### config.mk
export PLATFORM = sky130hd
export DESIGN_NAME = load_store_unit
export DESIGN_NICKNAME = d
export VERILOG_FILES = /design/src/rtl/load_store_unit.sv
export SDC_FILE = /design/constraint.sdc
export NUM_CORES = 1
export LEC_CHECK = 0
export ABC_AREA = 1
export CORE_ASPECT_RATIO = 2
export CORE_MARGIN = 3
export CORE_UTILIZATION = 39
export DETAILED_ROUTE_END_ITERATION = 8
export PLACE_DENSITY = 0.85
export REMOVE_ABC_BUFFERS = 1
export SKIP_CTS_REPAIR_TIMING = 1
export SLEW_MARGIN = 20
export SYNTH_ARGS = -nofsm -noshare
export SYNTH_HDL_FRONTEND = slang
export SYNTH_SLANG_ARGS = --single-unit
### constraint.sdc
create_clock -name clk -period 1.44 [get_ports clk]
set_input_delay 0.216 -clock clk [delete_from_list [all_inputs] [get_ports clk]]
set_output_delay 0.216 -clock clk [all_outputs]
set_load 0.02 [all_outputs]
### src/rtl/load_store_unit.sv
// load_store_unit: memory-stage access unit in front of a word-indexed data memory.
// Turns byte addresses plus access sizes into whole-word accesses. Loads are
// lane-selected, extended and registered. Byte and halfword stores run as a
// two-cycle read-modify-write. Misaligned or reserved-size requests are flagged
// through alignErr and never reach memory.
module load_store_unit #(
    parameter int ADDR_BITS = 8
) (
    input  logic        clk,
    input  logic        resetN,
    input  logic        reqValid,
    output logic        reqReady,
    input  logic        reqWrite,
    input  logic [1:0]  reqSize,
    input  logic        reqUnsigned,
    input  logic [31:0] reqAddr,
    input  logic [31:0] reqWrData,
    output logic [31:0] loadData,
    output logic        loadValid,
    output logic        alignErr,
    output logic [31:0] memAddress,
    output logic [31:0] memWrData,
    output logic        memWrite,
    output logic        memRead,
    input  logic [31:0] memReadData
);

    localparam logic [0:0] S_IDLE   = 1'b0;
    localparam logic [0:0] S_RMW_WR = 1'b1;

    localparam logic [1:0] SZ_BYTE = 2'b00;
    localparam logic [1:0] SZ_HALF = 2'b01;
    localparam logic [1:0] SZ_WORD = 2'b10;

    logic [0:0]           r_state;
    logic [31:0]          r_load_data;
    logic                 r_load_valid;
    logic                 r_align_err;
    logic [31:0]          r_merged;
    logic [ADDR_BITS-1:0] r_idx;

    logic [ADDR_BITS-1:0] w_word_idx;
    logic [1:0]           w_off;
    logic                 w_misaligned;
    logic                 w_accept;
    logic                 w_err;
    logic                 w_ok;
    logic                 w_load;
    logic                 w_store_word;
    logic                 w_store_sub;
    logic [7:0]           w_byte;
    logic [15:0]          w_half;
    logic [31:0]          w_load_ext;
    logic [31:0]          w_merged;
    logic                 w_unused;

    // Address split: bits above the word index are dropped, so addresses alias.
    assign w_word_idx = reqAddr[ADDR_BITS+1:2];
    assign w_off      = reqAddr[1:0];
    assign w_unused   = ^{1'b0, reqAddr[31:ADDR_BITS+2]};

    // Reserved size, odd halfword address or non-zero word offset is rejected.
    assign w_misaligned = (reqSize == 2'b11)
                       || ((reqSize == SZ_HALF) && w_off[0])
                       || ((reqSize == SZ_WORD) && (w_off != 2'b00));

    assign reqReady     = (r_state == S_IDLE);
    assign w_accept     = reqValid && reqReady;
    assign w_err        = w_accept && w_misaligned;
    assign w_ok         = w_accept && !w_misaligned;
    assign w_load       = w_ok && !reqWrite;
    assign w_store_word = w_ok && reqWrite && (reqSize == SZ_WORD);
    assign w_store_sub  = w_ok && reqWrite && (reqSize != SZ_WORD);

    // Memory side: the RMW write phase overrides whatever sits on the request port.
    assign memRead    = w_load || w_store_sub;
    assign memWrite   = (r_state == S_RMW_WR) || w_store_word;
    assign memWrData  = (r_state == S_RMW_WR) ? r_merged : reqWrData;
    assign memAddress = (r_state == S_RMW_WR)
                      ? {{(32-ADDR_BITS){1'b0}}, r_idx}
                      : {{(32-ADDR_BITS){1'b0}}, w_word_idx};

    // Little-endian lane selection for loads.
    assign w_byte = memReadData[{w_off, 3'b000} +: 8];
    assign w_half = w_off[1] ? memReadData[31:16] : memReadData[15:0];

    // Extend the selected lane according to size and signedness.
    always_comb begin
        w_load_ext = memReadData;
        case (reqSize)
            SZ_BYTE: w_load_ext = reqUnsigned ? {24'd0, w_byte} : {{24{w_byte[7]}}, w_byte};
            SZ_HALF: w_load_ext = reqUnsigned ? {16'd0, w_half} : {{16{w_half[15]}}, w_half};
            default: w_load_ext = memReadData;
        endcase
    end

    // Per-byte merge for sub-word stores: a lane takes new data when the
    // access covers it, otherwise keeps the word just read from memory.
    generate
        for (genvar gi = 0; gi < 4; gi++) begin : g_merge
            logic w_sel;
            logic [7:0] w_new;
            assign w_sel = (reqSize == SZ_BYTE) ? (w_off == 2'(gi))
                                                : (w_off[1] == ((gi / 2) != 0));
            assign w_new = ((reqSize == SZ_HALF) && ((gi % 2) != 0)) ? reqWrData[15:8]
                                                                     : reqWrData[7:0];
            assign w_merged[8*gi +: 8] = w_sel ? w_new : memReadData[8*gi +: 8];
        end
    endgenerate

    // State machine: only a sub-word store leaves IDLE, and only for one cycle.
    always_ff @(posedge clk or negedge resetN) begin
        if (!resetN) begin
            r_state <= S_IDLE;
        end else begin
            case (r_state)
                S_IDLE:   r_state <= w_store_sub ? S_RMW_WR : S_IDLE;
                S_RMW_WR: r_state <= S_IDLE;
                default:  r_state <= S_IDLE;
            endcase
        end
    end

    // Load result register holds its value between loads; strobes pulse once.
    always_ff @(posedge clk or negedge resetN) begin
        if (!resetN) begin
            r_load_data  <= 32'd0;
            r_load_valid <= 1'b0;
            r_align_err  <= 1'b0;
        end else begin
            if (w_load) begin
                r_load_data <= w_load_ext;
            end
            r_load_valid <= w_load;
            r_align_err  <= w_err;
        end
    end

    // Capture the merged word and its index for the RMW write phase.
    always_ff @(posedge clk or negedge resetN) begin
        if (!resetN) begin
            r_merged <= 32'd0;
            r_idx    <= '0;
        end else if (w_store_sub) begin
            r_merged <= w_merged;
            r_idx    <= w_word_idx;
        end
    end

    assign loadData  = r_load_data;
    assign loadValid = r_load_valid;
    assign alignErr  = r_align_err;

endmodule
==> impl_results.md <==
* Status: finished with violations
* Failing checks: negative setup slack
* Worst slew margin at 0.6480
* Async SR Flop Fraction at 1.000
* Final nets at around 1.0k
* Synth cell count leaders: nand2_1 (304), dfrtp_1 (75), nor2_1 (65), o21ai_0 (49), inv_1 (47)
* Clock Pin Slew Worst Setup and Hold Paths at 0.06 ns
* Max Cap Violations at 0
* Crit path max fanout at 3
* Yosys top cell by area: dfrtp_1
* PnR worst setup slack at -0.2978 ns
* TritonCTS clock tree: done
* Cells after Synth at about 700
* Die X at ~84 µm
* DR vias/cell at 5.092
* Clock root cell: clkbuf_16
* Crit path DAT at about 1.5 ns
* DP Wirelength at around 12000 µm
* Clk sinks at 75
* Worst Max-Slew Pin Slew at 0.5233 ns
* IO buf count at around 160
* GRT Overall Usage at 0.2387
* Wire per inst at approximately 17 µm
* Yosys cell types at 30
* Crit path kind: flip-flop to output port
* Period utilization at 1.207
* Initial antenna violation count at 1
* Crit path largest cell delay at 0.45 ns
* Total number of vias at ~5.6k
* GPL Wtd Cong at ~0.93
* Die area at ~0.014 mm²
* Final min period at ~1.7 ns
* Reg-to-reg slack, setup at -0.18 ns
* Avg Cell Area, Syn at approximately 6.7 µm²
* Layout cell share with drive strength beyond 1 at 0.2629
* Chip Height at around 160 µm
* Layout area overhead at 70.76%
* Worst vdd ir at 0.8463 mV
* Max Slew Vio Count at 0
* CTS Buf Count at 9
* Min-Delay Path Class: primary input to flip-flop
* CORE AREA at ~0.012 mm²
* Largest net degree at the start of global routing at 76
* First-pass GRT wire length at roughly 26000 µm
* Number of fill cells at roughly 880
* DRC viols at 0
* Dominant cells by area after synthesis: dfrtp_1 (40%), nand2_1 (24%), o21ai_0 (5.2%)
* Most frequent cell after synthesis: nand2_1
* Post-route cell area at around 0.008 mm²
* Synthesis-stage register bit count at 75
* Multi-input gate area at between 0.002 and 0.003 mm²
* Total power at about 8.3 mW
* Static leakage at approximately 4.4 nW
* Post-DP Area at just under 0.007 mm²
* P per Cell Area at around 1000 mW/mm²
* Initial Util at 0.4017
* Cell Area, Synth at around 0.0047 mm²
* Critical Path, Cell by Cell: nor2_4 > nand3_4 > nor2_8 > nand2_8 > nand2_4 > buf_6
* Post-synth top area share at 0.3969
* RSZ-0062 raised after global routing: true
* Num rows at between 50 and 60
* Fin. Hold Viols at 0
* Vias in the first global route at 5204
* Slowest CP cell: dfrtp_2
* Synth warn at 0
* DRT antenna net count at 0
* Storage element area at 0.001878 mm²
* Clock tree buffer depth at 2
* EDFF count, synth at 0
* Main synth FF type: dfrtp_1
* Worst-Skew Late Latency at 0.34 ns
* Clock Skew at about 0.0055 ns
* Crit path launch type: flip-flop
* Setup crit end kind: output port
* Sequential share of the synthesized area at 0.3969
* Initial DRC count at around 380
* I/O pin count at roughly 200
* Setup Viol. Count Final at 113
* Worst endpoint required time at approximately 1.2 ns
* GR Overflow Total at 0
* DRT Pass-1 Iters at 5
* H-tree Lvls at 3
* Fmax at around 580 MHz
* WL final at 18940 µm
==> report_power, final <==
| group | internal, mW | switching (mW) |
|---|---|---|
| Combinational | 1.29 | 1.53 |
| Clock | 1.73 | 0.905 |
| Sequential | 2.59 | 0.281 |
| Total | 5.61 | 2.72 |
==> logic make-up after synthesis <==
family	count (synthesis)	synth area share
AOI/OAI and AO/OA	115	0.1384
buffers and inverters	111	0.1191
DFF	75	0.3969
other	1	0.0007931
and+or+nand+nor	409	0.3448
==> placed cells by master, fill, tap and decap left out, drive strengths merged <==
cell,netlist,routed
bufinv,0,3
nand3,24,24
nand4,1,1
conb,1,24
nand3b,1,1
dfrtp,75,75
clkinv,3,4
nand2,309,309
clkbuf,16,20
nor3,6,6
nor2,67,67
o31ai,1,1
diode,0,1
dlymetal6s2s,0,38
or2,1,1
dlygate4sd3,0,1
o22ai,1,1
inv,49,49
o21ai,71,71
o21a,16,16
buf,43,137
clkdlybuf4s50,0,75
clkinvlp,0,1
a21boi,2,2
a21oi,24,24
==> metal layers <==
layer / part of all wire / track usage / wire length, µm
met2: 0.54 / 0.4246 / 10200
met1: 0.33 / 0.2573 / 6270
met4: 0.070 / 0.1574 / 1324
met3: 0.061 / 0.03807 / 1147
met5: 0 / 0 / 0
==> critical path: cells and delay by family (launching register included) <==
| kind | cells | cell delay (ns) |
|---|---|---|
| DFF | 1 | 0.45 |
| and+or+nand+nor | 5 | 0.61 |
| buffers and inverters | 1 | 0.12 |
==> layout make-up <==
cell class	count	share of cell area
antenna	1	0.0003099
clock buffer	11	0.03006
clock inverter	5	0.01240
inverter	52	0.02464
multi-input combinational	548	0.3397
sequential	75	0.2326
tap	145	0.02247
timing repair buffer	260	0.3378
==> registers in the layout, indices dropped and copies added (netlist names) <==
name	cells
loadData	32
loadValid	1
r_merged	32
alignErr	1
r_idx	8
r_state	1
==> path summary, 6_finish.rpt <==
check,startpoint,to,cells after the start
setup / recovery,r_state$_DFF_PN0_,memRead,6
hold / removal,reqAddr[4],r_idx[2]$_DFFE_PN0P_,3
setup reg to reg,r_state$_DFF_PN0_,r_merged[19]$_DFFE_PN0P_,8
hold reg to reg,r_merged[26]$_DFFE_PN0P_,r_merged[26]$_DFFE_PN0P_,2
max in group asynchronous,resetN,r_state$_DFF_PN0_,3
min in group asynchronous,resetN,r_merged[11]$_DFFE_PN0P_,3
==> per-stage QoR <==
step | util | setup TNS (ns) | worst slack, ns | hold slack (ns) | cells
after floorplan | - | -115.62 | -1.408 | -0.07959 | 675
after global routing | 0.6859 | -21.98 | -0.3299 | 0.4598 | 1097
final | 0.6859 | -16.39 | -0.2978 | 0.4334 | 1097
after detailed placement | 0.5869 | -62.02 | -0.8635 | 0.2650 | 1060
after global placement | 0.5869 | -60.50 | -0.8360 | 0.2595 | 1060
after CTS | 0.6161 | -53.91 | -0.8893 | -0.09857 | 1076
Power figures use the tool's default switching activity.
